### src/rtl/seg_scan_ctrl_if.sv
// Display-side bundle for seg_scan_ctrl: value/update inputs and the scan outputs.
// The master drives the value updates; the slave is the scan controller.
interface seg_scan_ctrl_if;
  logic [15:0] VALUE;
  logic        LOAD;
  logic [3:0]  DP_IN;
  logic        LZB;
  logic [3:0]  D;
  logic [3:0]  AN;
  logic        DP_N;
  logic        FRAME;

  modport master (
    output VALUE, LOAD, DP_IN, LZB,
    input  D, AN, DP_N, FRAME
  );

  modport slave (
    input  VALUE, LOAD, DP_IN, LZB,
    output D, AN, DP_N, FRAME
  );
endinterface

### src/rtl/seg_scan_ctrl.sv
// Four-digit common-anode scan controller feeding a 1-cycle registered 7-segment decoder.
// Each slot starts with a blanking gap that also covers the decoder latency.
//
//   state    | meaning
//   ST_BLANK | all anodes off, D already holds the slot's code
//   ST_SHOW  | anode of the current slot on, DP_N follows the shadow DP bit
module seg_scan_ctrl #(
  parameter int DIV          = 8,
  parameter int BLANK_CYCLES = 2
) (
  input  logic         CLK,
  input  logic         RST,
  seg_scan_ctrl_if.slave bus
);

  localparam int CW = (DIV > 2) ? $clog2(DIV) : 1;
  localparam logic [CW-1:0] CNT_MAX = CW'(DIV - 1);
  localparam logic [CW-1:0] CNT_BLK = CW'(BLANK_CYCLES);

  typedef enum logic {ST_BLANK, ST_SHOW} state_t;

  state_t         state;
  logic [CW-1:0]  cnt;
  logic [1:0]     slot;

  logic [15:0]    sh_val;
  logic [3:0]     sh_dp;
  logic           sh_lzb;
  logic [15:0]    pend_val;
  logic [3:0]     pend_dp;
  logic           pend_lzb;
  logic           pend_flag;

  logic [3:0]     d_q;
  logic [3:0]     an_q;
  logic           dp_n_q;
  logic           frame_q;

  logic           cnt_wrap;
  logic [CW-1:0]  cnt_nxt;
  logic [1:0]     slot_nxt;
  logic           boundary;
  logic [15:0]    sh_val_nxt;
  logic [3:0]     sh_dp_nxt;
  logic           sh_lzb_nxt;
  logic [3:0]     code_nxt;

  // Leading-zero blanking: digit k (k>0) blanks when it and all higher digits are zero.
  function automatic logic [3:0] disp_code(input logic [15:0] v, input logic lzb,
                                           input logic [1:0] k);
    logic lead;
    lead = 1'b1;
    for (int j = 1; j <= 3; j++) begin
      if (j >= int'(k) && v[4*j +: 4] != 4'h0) lead = 1'b0;
    end
    if (lzb && k != 2'd0 && lead) return 4'hF;
    return v[4*k +: 4];
  endfunction

  always_comb begin
    cnt_wrap = (cnt == CNT_MAX);
    cnt_nxt  = cnt_wrap ? '0 : cnt + CW'(1);
    slot_nxt = cnt_wrap ? slot + 2'd1 : slot;
    boundary = cnt_wrap && (slot == 2'd3);
  end

  // Next shadow: a LOAD landing on the boundary edge bypasses the pending register.
  always_comb begin
    sh_val_nxt = sh_val;
    sh_dp_nxt  = sh_dp;
    sh_lzb_nxt = sh_lzb;
    if (boundary) begin
      if (bus.LOAD) begin
        sh_val_nxt = bus.VALUE;
        sh_dp_nxt  = bus.DP_IN;
        sh_lzb_nxt = bus.LZB;
      end else if (pend_flag) begin
        sh_val_nxt = pend_val;
        sh_dp_nxt  = pend_dp;
        sh_lzb_nxt = pend_lzb;
      end
    end
  end

  always_comb begin
    code_nxt = disp_code(sh_val_nxt, sh_lzb_nxt, slot_nxt);
  end

  always_ff @(posedge CLK or posedge RST) begin
    if (RST) begin
      state     <= ST_BLANK;
      cnt       <= CNT_MAX;
      slot      <= 2'd3;
      sh_val    <= '0;
      sh_dp     <= '0;
      sh_lzb    <= 1'b0;
      pend_val  <= '0;
      pend_dp   <= '0;
      pend_lzb  <= 1'b0;
      pend_flag <= 1'b0;
      d_q       <= 4'hF;
      an_q      <= 4'hF;
      dp_n_q    <= 1'b1;
      frame_q   <= 1'b0;
    end else begin
      cnt     <= cnt_nxt;
      slot    <= slot_nxt;
      frame_q <= boundary;
      sh_val  <= sh_val_nxt;
      sh_dp   <= sh_dp_nxt;
      sh_lzb  <= sh_lzb_nxt;

      if (bus.LOAD && !boundary) begin
        pend_val  <= bus.VALUE;
        pend_dp   <= bus.DP_IN;
        pend_lzb  <= bus.LZB;
        pend_flag <= 1'b1;
      end else if (boundary) begin
        pend_flag <= 1'b0;
      end

      case (state)
        ST_BLANK: begin
          if (cnt_wrap) begin
            d_q    <= code_nxt;
            an_q   <= 4'hF;
            dp_n_q <= 1'b1;
          end else if (cnt_nxt == CNT_BLK) begin
            an_q   <= ~(4'b0001 << slot);
            dp_n_q <= ~sh_dp[slot];
            state  <= ST_SHOW;
          end
        end
        ST_SHOW: begin
          // Anode drops on the same edge D changes; the decoder catches up during BLANK.
          if (cnt_wrap) begin
            d_q    <= code_nxt;
            an_q   <= 4'hF;
            dp_n_q <= 1'b1;
            state  <= ST_BLANK;
          end
        end
        default: state <= ST_BLANK;
      endcase
    end
  end

  assign bus.D     = d_q;
  assign bus.AN    = an_q;
  assign bus.DP_N  = dp_n_q;
  assign bus.FRAME = frame_q;

endmodule

### src/flat_wrapper.sv
// flat-port wrapper written by rule: the top's interface ports become plain ports
module seg_scan_ctrl_flat 
#(
  parameter int DIV          = 8,
  parameter int BLANK_CYCLES = 2
)
  (CLK, RST, bus_VALUE, bus_LOAD, bus_DP_IN, bus_LZB, bus_D, bus_AN, bus_DP_N, bus_FRAME);
  seg_scan_ctrl_if bus_i ();
  input  logic CLK;
  input  logic RST;
  input wire logic [$bits(bus_i.VALUE)-1:0] bus_VALUE;
  input wire logic [$bits(bus_i.LOAD)-1:0] bus_LOAD;
  input wire logic [$bits(bus_i.DP_IN)-1:0] bus_DP_IN;
  input wire logic [$bits(bus_i.LZB)-1:0] bus_LZB;
  output wire logic [$bits(bus_i.D)-1:0] bus_D;
  output wire logic [$bits(bus_i.AN)-1:0] bus_AN;
  output wire logic [$bits(bus_i.DP_N)-1:0] bus_DP_N;
  output wire logic [$bits(bus_i.FRAME)-1:0] bus_FRAME;
  assign bus_i.VALUE = bus_VALUE;
  assign bus_i.LOAD = bus_LOAD;
  assign bus_i.DP_IN = bus_DP_IN;
  assign bus_i.LZB = bus_LZB;
  assign bus_D = bus_i.D;
  assign bus_AN = bus_i.AN;
  assign bus_DP_N = bus_i.DP_N;
  assign bus_FRAME = bus_i.FRAME;
  seg_scan_ctrl #(.DIV(DIV), .BLANK_CYCLES(BLANK_CYCLES)) u_core (.CLK(CLK), .RST(RST), .bus(bus_i));
endmodule
### config.mk
export PLATFORM = sky130hd
export DESIGN_NAME = seg_scan_ctrl_flat
export DESIGN_NICKNAME = d
export VERILOG_FILES = /design/src/rtl/seg_scan_ctrl_if.sv /design/src/rtl/seg_scan_ctrl.sv /design/src/flat_wrapper.sv
export SDC_FILE = /design/constraint.sdc
export NUM_CORES = 1
export LEC_CHECK = 0
export CAP_MARGIN = 10
export CELL_PAD_IN_SITES_DETAIL_PLACEMENT = 0
export CELL_PAD_IN_SITES_GLOBAL_PLACEMENT = 1
export CORE_AREA = 2 2 82 84
export DETAILED_ROUTE_END_ITERATION = 8
export DIE_AREA = 0 0 84 86
export PLACE_DENSITY = 0.79
export SLEW_MARGIN = 20
export SYNTH_ARGS = -nofsm -noshare
export SYNTH_HDL_FRONTEND = slang
export SYNTH_SLANG_ARGS = --single-unit
### constraint.sdc
create_clock -name CLK -period 6.65 [get_ports CLK]
set_input_delay 0.9975 -clock CLK [delete_from_list [all_inputs] [get_ports CLK]]
set_output_delay 0.9975 -clock CLK [all_outputs]
set_load 0.01 [all_outputs]
==> out/qor.yml, run 1 <==
area_growth_pct: 20.6
ys_types: 50
synth_warnings: 0
crit_path_end_kind: "flip-flop"
pwr_density_cell_nw_per_um2: 258
layout_commonest_cell: "dfrtp_1"
synth-seq-cells: 59
insertion_delay_ns: 0.34
die_area_um2: 7220
max_stage_delay_ns: 0.80
grt_pass1_wl_mm: 11.1
yosys.area_share.adder_pct: 3.42
synth_area_per_cell_um2: 11.0
cp.required_ns: 6.91
critPathKind: "primary input to flip-flop"
r2r-start: "u_core.cnt[0]"
max_cap_viol_count: 0
grt_max_degree: 60
fin_hold_ws_ns: 0.484
cts_hold_buf: 0
drive_above_1_share_pct: 19.6
start_util_pct: 46.6
die_x_um: 84
clock.fmax_ghz: 0.294
synth_top_family_by_area: "compound AO/OA/AOI/OAI gates"
leakage_nw: 1.44
synth_compound_area_share_pct: 19.8
start_kind: "primary input"
hold_class: "flip-flop to flip-flop"
dieHeight_um: 86
syn-num-nets: 297
ant_nets: 0
min-delay-start: "u_core.sh_dp[1]"
skew_ns: 0.00771
rows: 29
tightest_slew_ns: 0.973
grt-ovfl-total: 0
reg2regPathDepth: 8
drt_iter0_markers: 150
finalSetupTns_ns: 0
vias_per_cell: 5.84
worstPathMaxFanout: 19
fin_crit_sh_pct: 51.1
cts-root-buf: "clkbuf_8"
gp_congestion: 0.838
cts_tree: "built"
fin_crit_ns: 3.40
cp_slowest_cell: "clkdlybuf4s50_1"
n_antenna_cell: 0
power_uw: 911
n_fill_cell: 557
wl_per_cell_um: 17.6
final_cell_mix: "dfrtp_1 (45), clkdlybuf4s50_1 (33), o22ai_1 (32)"
postPlaceCellArea_um2: 3280
crit_arrival_ns: 3.66
hold_viol: 0
synth_xor_area_share_pct: 0.299
clk_pin_slew_ns: 0.06
async_reset_ff_share_pct: 100
vias: 2208
routed_wl_mm: 6.64
ir_drop_mv: 0.146
cts_sinks: 59
clock_path_buffers: 2
status: "complete, no violations"
groute.usage.overall_pct: 19.8
htree_levels: 3
firstDrtPassIters: 4
post_cts_buffers: 0
holdPathStages: 2
nets: 328
cts_made_buffers: 9
cts_resized: 0
rsz0062_at_grt: "no"
pin_count: 34
synthFlopType: "dfrtp_1"
relSlewSlack_pct: 35.2
setup_viol: 0
finalMaxSlewViolations: 0
portBuffers: 33
core-area_um2: 6280
hpwl_mm: 4.36
drc: 0
startpoint: "bus_LOAD"
synth-seq-area-share_pct: 51.1
fin_area_um2: 3530
synth_edf_count: 0
yosys.area_share.simple_pct: 11.8
antenna_found_initial: 0
fin_util_pct: 56.2
grt_pass1_vias: 2182
syn_area_um2: 2930
crit_chain: "clkdlybuf4s50_1, inv_2, o2bb2ai_1, a21oi_1, or4_4, a2111oi_4, o21bai_1"
synthCells: 265
synth_mux_area_share_pct: 9.24
[metrics by stage]
stage,cells,setup slack [ns]
final,378,3.25
after global routing,378,3.12
after CTS,378,3.27
after detailed placement,362,2.93
after global placement,362,3.02
after floorplan,265,4.07
[kinds of logic (layout without fill, tap and decap cells)]
logic type	Yosys count	count (layout)
compound gates	86	86
fa+ha+maj	8	8
flops	59	59
mux	23	23
buf+inv	26	62
xor+xnor	1	1
simple gates	62	62
[flip-flops by register name, summed over array words and instances (netlist names), 2 cells and up]
signal           flops
u_core.slot          2
u_core.sh_dp         4
u_core.bus.AN        4
u_core.pend_val     16
u_core.cnt           3
u_core.sh_val       16
u_core.bus.D         4
u_core.pend_dp       4
[cells in the mapped netlist (2+ instances only)]
library cell | instances | area share (%)
mux2_1 | 5 | 1.9
nand3_1 | 5 | 0.86
nand2b_1 | 4 | 0.86
a21o_1 | 4 | 1.0
ha_1 | 8 | 3.4
o21bai_1 | 2 | 0.51
nor3b_1 | 2 | 0.51
clkbuf_1 | 8 | 1.0
nor2b_1 | 4 | 0.86
inv_2 | 3 | 0.38
o221ai_1 | 2 | 0.60
nor2_1 | 16 | 2.1
a22oi_1 | 3 | 0.77
o22ai_1 | 32 | 6.8
mux2_2 | 17 | 6.5
o21a_1 | 3 | 0.77
inv_1 | 9 | 1.2
nand2_1 | 14 | 1.8
a21oi_1 | 16 | 2.7
nand4b_1 | 2 | 0.60
o21ai_0 | 9 | 1.5
nor3_1 | 6 | 1.0
o211ai_1 | 4 | 1.0
buf_6 | 3 | 1.2
dfrtp_1 | 45 | 38
dfstp_2 | 14 | 13
nand3_4 | 2 | 1.2
[layer usage]
metal,vias up,wire length (um),GRT usage [%]
met1,1088,3160,28.9
met5,-,0,0
met2,58,3000,27.8
met3,15,320,3.95
li1,1047,-,-
met4,0,161,10.6
[worst paths after layout]
kind / endpoint / slack [ns]
min in group asynchronous: u_core.bus.FRAME / 1.17
worst max-delay path: u_core.bus.D[3] / 3.25
worst min-delay path: u_core.sh_dp[1] / 0.48
worst max register to register: u_core.bus.D[3] / 3.39
worst min register to register: u_core.sh_dp[1] / 0.48
max in group asynchronous: u_core.sh_dp[1] / 4.95
[critical path: cells and delay by family]
| family | cells | cell delay (ns) |
|---|---|---|
| compound gates | 4 | 0.96 |
| buf+inv | 2 | 1.11 |
| simple gates | 1 | 0.57 |
[power by group]
group	switching [mW]	internal, mW	leakage, nW
Clock	0.141	0.258	0.123
Combinational	0.0456	0.0522	0.635
Sequential	0.0200	0.394	0.686
[cell type report]
cell class	instances	area [um^2]	share of cell area, %
clock buffers	11	141	4.01
inverters	12	45.0	1.28
flip-flops and latches	59	1490	42.3
well taps	77	96.3	2.73
multi-input cells	180	1310	37.2
clock inverters	5	100	2.84
repair buffers	34	338	9.57
(Power assumes the default switching activity.)
==> run 2: changes to the inputs <==
CORE_AREA = 2 2 89 91   (was 2 2 82 84)
DIE_AREA = 0 0 91 93   (was 0 0 84 86)
PLACE_DENSITY = 0.71   (was 0.79)
clock period = 3 ns   (was 6.65 ns; I/O delays follow)
==> run 2 against run 1 <==
Effect of this change:
- worst setup slack got worse by 2.9 ns
- global-route usage decreased by 1.2 points
- clock-buffer cell count grew 3
- register-to-register slack worse by 3.1 ns
- sequential share of layout area fell by 1.4 points
- wire length grew 8.4%
- non-clock buffer count grew 17
- clock power is 85% higher
- combinational power up 140%
- total power rose by 110%
- via count increased by 4.2%
- critical endpoint unchanged
- largest cell class unchanged
==> out/qor.yml, run 2 (synthesized netlist as in run 1, its figures left out) <==
cts_made_buffers: 9  # unchanged
skew_ns: 0.00932  # +0.00162 ns
start_util_pct: 38.9  # -7.7 points
grt_max_degree: 29  # -52%
drt_iter0_markers: 117  # -22%
status: "complete, no violations"
firstDrtPassIters: 4  # unchanged
crit_buf_inv: 1  # -1
portBuffers: 33  # unchanged
groute.usage.overall_pct: 18.6  # -1.2 points
critPathKind: "flip-flop to flip-flop"
drc: 0  # unchanged
dr.max_layer_used: "met4"
insertion_delay_ns: 0.34  # about the same
biggestRegsByFlops: "u_core.pend_val (16), u_core.sh_val (16)"
cts_tree: "built"
ant_nets: 0  # unchanged
crit_chain: "ha_1, ha_2, nand2_4, inv_2, a21oi_1, or4_4, a2111oi_4, o21bai_1"
fin_util_pct: 48.5  # -7.7 points
reg2regPathDepth: 8  # unchanged
wl_per_cell_um: 17.1  # -2.4%
switching_power_uw: 462  # +120%
cts_sinks: 59  # unchanged
r2r-start: "u_core.cnt[0]"
vias_per_cell: 5.48  # -6.2%
switching_share_pct: 24.5  # +1.7 points
hold_class: "flip-flop to flip-flop"
finalSetupTns_ns: 0  # unchanged
nets: 345  # +5.2%
grt_pass1_vias: 2352  # +7.8%
wl_met2_mm: 3.20  # +6.7%
drive_above_1_share_pct: 23.9  # +4.3 points
area_growth_pct: 24.7
leakage_nw: 1.50  # +3.9%
cp.required_ns: 3.26  # -3.65 ns
p_comb_share_pct: 12.2  # +1.5 points
gp_congestion: 0.815  # -2.7%
core-area_um2: 7530  # +20%
post_cts_buffers: 0  # unchanged
tightest_slew_ns: 0.617  # -0.356 ns
pwr_density_cell_nw_per_um2: 518  # +100%
worstPathMaxFanout: 10  # -9
holdPathStages: 1  # -1
routed_wl_mm: 7.20  # +8.4%
drt-met1-wl_mm: 3.53  # +12%
max_stage_delay_ns: 0.56  # -0.24 ns
vias: 2301  # +4.2%
cts-root-buf: "clkbuf_8"
hold_viol: 0  # unchanged
ir_drop_mv: 0.263  # +80%
dieHeight_um: 93  # +8.1%
max_cap_viol_count: 0  # unchanged
clock_path_buffers: 2  # unchanged
finalMaxSlewViolations: 0  # unchanged
start_kind: "flip-flop"
antenna_found_initial: 0  # unchanged
pwr-share-seq_pct: 48.7  # +3.3 points
rrSetupSlack_ns: 0.31  # -3.08 ns
r2r-end: "u_core.bus.D[3]"
grt_pass1_wl_mm: 12.2  # +9.5%
cp_slowest_cell: "or4_4"
cts_resized: 0  # unchanged
layout_commonest_cell: "dfrtp_1"
clock_power_share_pct: 39.1  # -4.7 points
crit_family: "compound AO/OA/AOI/OAI gates"
final_cell_mix: "dfrtp_1 (45), clkdlybuf4s50_1 (33), o22ai_1 (32)"
fin_crit_ns: 2.69
rows: 32  # +10%
holdPathEnd: "u_core.pend_dp[0]"
wl_met3_um: 277  # -13%
crit_arrival_ns: 2.95  # -0.71 ns
fin_crit_sh_pct: 89.6
rsz0062_at_grt: "no"
cts_hold_buf: 0  # unchanged
relSlewSlack_pct: 58.3  # +23 points
die_area_um2: 8460  # +17%
intPower_mw: 1.43  # +100%
pin_count: 34  # unchanged
die_x_um: 91  # +8.3%
min-delay-start: "u_core.pend_dp[0]"
setup_viol: 0  # unchanged
grt-ovfl-total: 0  # unchanged
crit_path_end_kind: "flip-flop"
n_antenna_cell: 0  # unchanged
clock.fmax_ghz: 0.372
hpwl_mm: 5.25  # +20%
clk_pin_slew_ns: 0.06  # about the same
htree_levels: 3  # unchanged
[run 2: changes by cell type in the layout (fill, tap and decap cells not counted), sizes merged]
cell,before,now
bufinv,3,1
buf,1,18
clkbuf,11,14
clkinv,2,1
[run 2: worst max path at each step]
| stage | to | depth (start not counted) | from |
|---|---|---|---|
| 3_5_place_dp | u_core.bus.D[3] | 8 | u_core.cnt[0] |
| 3_3_place_gp | u_core.bus.D[1] | 7 | bus_LOAD |
| 2_1_floorplan | u_core.bus.D[1] | 9 | u_core.cnt[0] |
| 4_1_cts | u_core.bus.D[3] | 8 | u_core.cnt[0] |
| 6_report | u_core.bus.D[3] | 8 | u_core.cnt[0] |
| 5_1_grt | u_core.bus.D[3] | 8 | u_core.cnt[0] |
[run 2: per-stage QoR]
| stage | cell area [um^2] | worst slack [ns] | hold WS [ns] | total power [mW] | cells |
|---|---|---|---|---|---|
| after global routing | 3650 | 0.149 | 0.520 | 1.98 | 420 |
| after CTS | 3640 | 0.161 | 0.496 | 1.91 | 420 |
| after floorplan | 2930 | 0.494 | 0.445 | 1.05 | 265 |
| final | 3650 | 0.311 | 0.494 | 1.89 | 420 |
| after global placement | 3440 | 0.227 | 0.475 | 1.16 | 404 |
| after detailed placement | 3440 | 0.174 | 0.482 | 1.16 | 404 |
[run 2: layout make-up]
class,count,area (um^2)
flip-flops and latches,59,1490
repair buffers,51,465
fillers,749,3880
well taps,102,128
multi-input cells,180,1320
clock buffers,14,163
inverters,12,45.0
clock inverters,2,35.0
[run 2: worst register-to-register path, delay by kind of cell, from the launching register on]
| family | cells | cell delay, ns |
|---|---|---|
| compound gates | 3 | 0.72 |
| fa+ha+maj | 2 | 0.50 |
| buf+inv | 1 | 0.16 |
| flops | 1 | 0.54 |
| simple gates | 2 | 0.70 |
[run 2: layer usage]
layer / up-vias / track usage (%)
li1: 1080 / -
met1: 1153 / 25.2
met2: 52 / 28.1
met3: 16 / 4.75
met4: 0 / 8.84
met5: - / 0
[run 2: power by group through the flow]
stage / combinational, mW / sequential [mW] / clock (mW)
2_1_floorplan: 0.132 / 0.920 / 0
3_3_place_gp: 0.228 / 0.931 / 0
3_5_place_dp: 0.232 / 0.932 / 0
4_1_cts: 0.233 / 0.920 / 0.760
5_1_grt: 0.255 / 0.929 / 0.795
6_report: 0.231 / 0.920 / 0.738
==> RTL edit, RTL diff (flow settings as in run 2) <==
Take the reset off `sh_val` and `sh_dp` and load them in a clocked block of their own.
--- a/src/rtl/seg_scan_ctrl.sv
+++ b/src/rtl/seg_scan_ctrl.sv
@@ -93,4 +93,2 @@
       slot      <= 2'd3;
-      sh_val    <= '0;
-      sh_dp     <= '0;
       sh_lzb    <= 1'b0;
@@ -108,4 +106,2 @@
       frame_q <= boundary;
-      sh_val  <= sh_val_nxt;
-      sh_dp   <= sh_dp_nxt;
       sh_lzb  <= sh_lzb_nxt;
@@ -147,2 +143,7 @@
 
+  always_ff @(posedge CLK) begin
+    sh_val <= sh_val_nxt;
+    sh_dp  <= sh_dp_nxt;
+  end
+
   assign bus.D     = d_q;
Behaviour: not the same (a bounded check fails within 4 cycles, from zero or initial values and one cycle with RST high).
==> RTL edit against run 2 <==
First-iteration DRC count fell by 15%; non-clock buffer count decreased by 10; critical endpoint is now u_core.bus.D[0]$_DFFE_PP1N_; area after synthesis decreased by 5.2%; wire length is 8.0% lower; total power grew 5.5%; setup slack better by 0.10 ns; clock power increased by 16%; sequential cell count unchanged; design area fell by 5.7%.
==> RTL edit: results (changes against run 2) <==
family with the most delay on the worst path compound AO/OA/AOI/OAI gates; flop2flop setup slack 0.41 ns (+0.10 ns); Critical Setup Path Class flip-flop to flip-flop; worst-case headroom to the max-slew limit 58.1% (-0.21 points); Worst Hold Slack 0.502 ns (+0.00747 ns); sequential element share of the synthesized area 51.7% (+0.65 points); clock latency on the worst-skew pair 0.34 ns (about the same); Critical path destination u_core.bus.D[0]$_DFFE_PP1N_; Critical Path Start u_core.cnt[0]$_DFF_PP1_; Max Freq 0.386 GHz (+3.9%); port bufs 33 (unchanged); CP arrival 2.83 ns (-0.12 ns); overall routing resource usage 16.6% (-2.0 points); total wire length 6630 um (-8.0%); pre-CTS setup slack 0.312 ns (+0.138 ns); clock buffer depth 2 (unchanged); post-CTS resize count 0 (unchanged); maximum number of pins on one net before global-route repair 40 (+38%); Post-synth top cells 34 x o22ai_1, 25 x dfrtp_1, 23 x mux2_2; via count 2091 (-9.1%); number of warning messages in the yosys log 0 (unchanged); Async S/R FF share, synth 66.1% (-34 points); count of mapped cells out of synthesis 247 (-6.8%); nets 319 (-7.5%); fraction of final layout cells sized beyond drive strength 1 25.0% (+1.1 points); setup fix buffers added after clock tree synthesis 0 (unchanged); vias in the first global route 2192 (-6.8%); library cell used as clock root buffer clkbuf_8; setup skew after layout 0.00507 ns (-0.00425 ns); Max Fanout on Critical Path 21 (+11); dpl cell area 3210 um2 (-6.7%); cell with the largest stage delay on the worst path dfstp_2; library cells used by synthesis 47 (-6.0%); Final HPWL DP 4610 um (-12%); worst reg-to-reg path cell count 8 (unchanged); placed insts 378 (-6.4%); Final setup viols 0 (unchanged); number of nets in the synthesized netlist 279 (-6.1%); cell types occupying the most area after synthesis dfrtp_1 23%, dfstp_2 13%, dfxtp_1 12%; first-pass GRT wire length 11000 um (-9.8%); worst reg2reg startpoint u_core.cnt[0]$_DFF_PP1_; clock slew at the register clock pins of the worst setup and hold paths 0.07 ns; number of enable-type register cells in the synthesized netlist 4 (+4); number of diodes 0 (unchanged); status completed; clock buffers created by TritonCTS 9 (unchanged); 1st-pass router iterations 4 (unchanged); delay of the slowest critical-path stage 0.54 ns (-0.02 ns); registers with the most flip-flops u_core.pend_val (16), u_core.sh_val (16); static leakage 1.40 nW (-6.7%); number of antenna violations at the first check in global routing 0 (unchanged); fin cells 394 (-6.2%); Hold Path Class flip-flop to flip-flop; Max VDD drop 329 uV (+25%); maximum level of the CTS H-tree 3 (unchanged); gpl congestion 0.862 (+5.8%); first-iteration detailed-routing DRC count 100 (-15%)
[RTL edit: changes by cell type in the layout (fill, tap and decap cells not counted), sizes merged, moves of 4 or more]
cell    delta
o21ai      -4
clkbuf     -4
a211o      +4
dfrtp     -20
nand3      -4
edfxtp     +4
dfxtp     +16
buf       -10
[RTL edit: worst reg2reg max path: cells and delay by family (launching register included)]
family	cells	cell delay (ns)
AO/OA/AOI/OAI	4	0.90
adder cells (fa/ha/maj)	2	0.55
buffers and inverters	1	0.35
flip-flops	1	0.54
AND/OR/NAND/NOR	1	0.16
[RTL edit: worst min-delay path by stage]
stage | startpoint | cells past startpoint | end
6_report | u_core.pend_dp[0]$_DFFE_PP0P_ | 1 | u_core.pend_dp[0]$_DFFE_PP0P_
5_1_grt | u_core.cnt[0]$_DFF_PP1_ | 1 | u_core.cnt[0]$_DFF_PP1_
4_1_cts | u_core.pend_dp[0]$_DFFE_PP0P_ | 1 | u_core.pend_dp[0]$_DFFE_PP0P_
3_5_place_dp | u_core.pend_val[15]$_DFFE_PP0P_ | 1 | u_core.pend_val[15]$_DFFE_PP0P_
3_3_place_gp | u_core.pend_val[15]$_DFFE_PP0P_ | 1 | u_core.pend_val[15]$_DFFE_PP0P_
2_1_floorplan | u_core.cnt[0]$_DFF_PP1_ | 1 | u_core.cnt[0]$_DFF_PP1_
[RTL edit: cell type report]
type | count | area, um2
clock buffer | 10 | 128
clock inverter | 6 | 104
fill | 749 | 4090
inverter | 15 | 56.3
multi-input combinational | 161 | 1200
sequential | 59 | 1430
tap | 102 | 128
timing repair buffer | 41 | 390
[RTL edit: where the power goes]
group | switching (mW) | internal [mW]
logic | 0.0979 | 0.117
registers | 0.0452 | 0.877
clock network | 0.309 | 0.546
total | 0.453 | 1.54
[RTL edit: logic make-up after synthesis]
group | Yosys count | synth area share [%]
AO/OA/AOI/OAI | 82 | 20.0
flip-flops | 59 | 51.7
AND/OR/NAND/NOR | 45 | 8.80
buffers and inverters | 27 | 5.01
multiplexers | 25 | 10.5
adder cells (fa/ha/maj) | 8 | 3.61
XOR/XNOR | 1 | 0.316
[RTL edit: routing by layer]
| metal | up-vias | track usage [%] | routed length (um) |
|---|---|---|---|
| li1 | 1001 | - | - |
| met1 | 1034 | 21.2 | 3070 |
| met2 | 48 | 26.9 | 3240 |
| met3 | 8 | 4.35 | 232 |
| met4 | 0 | 6.94 | 91 |
| met5 | - | 0 | 0 |
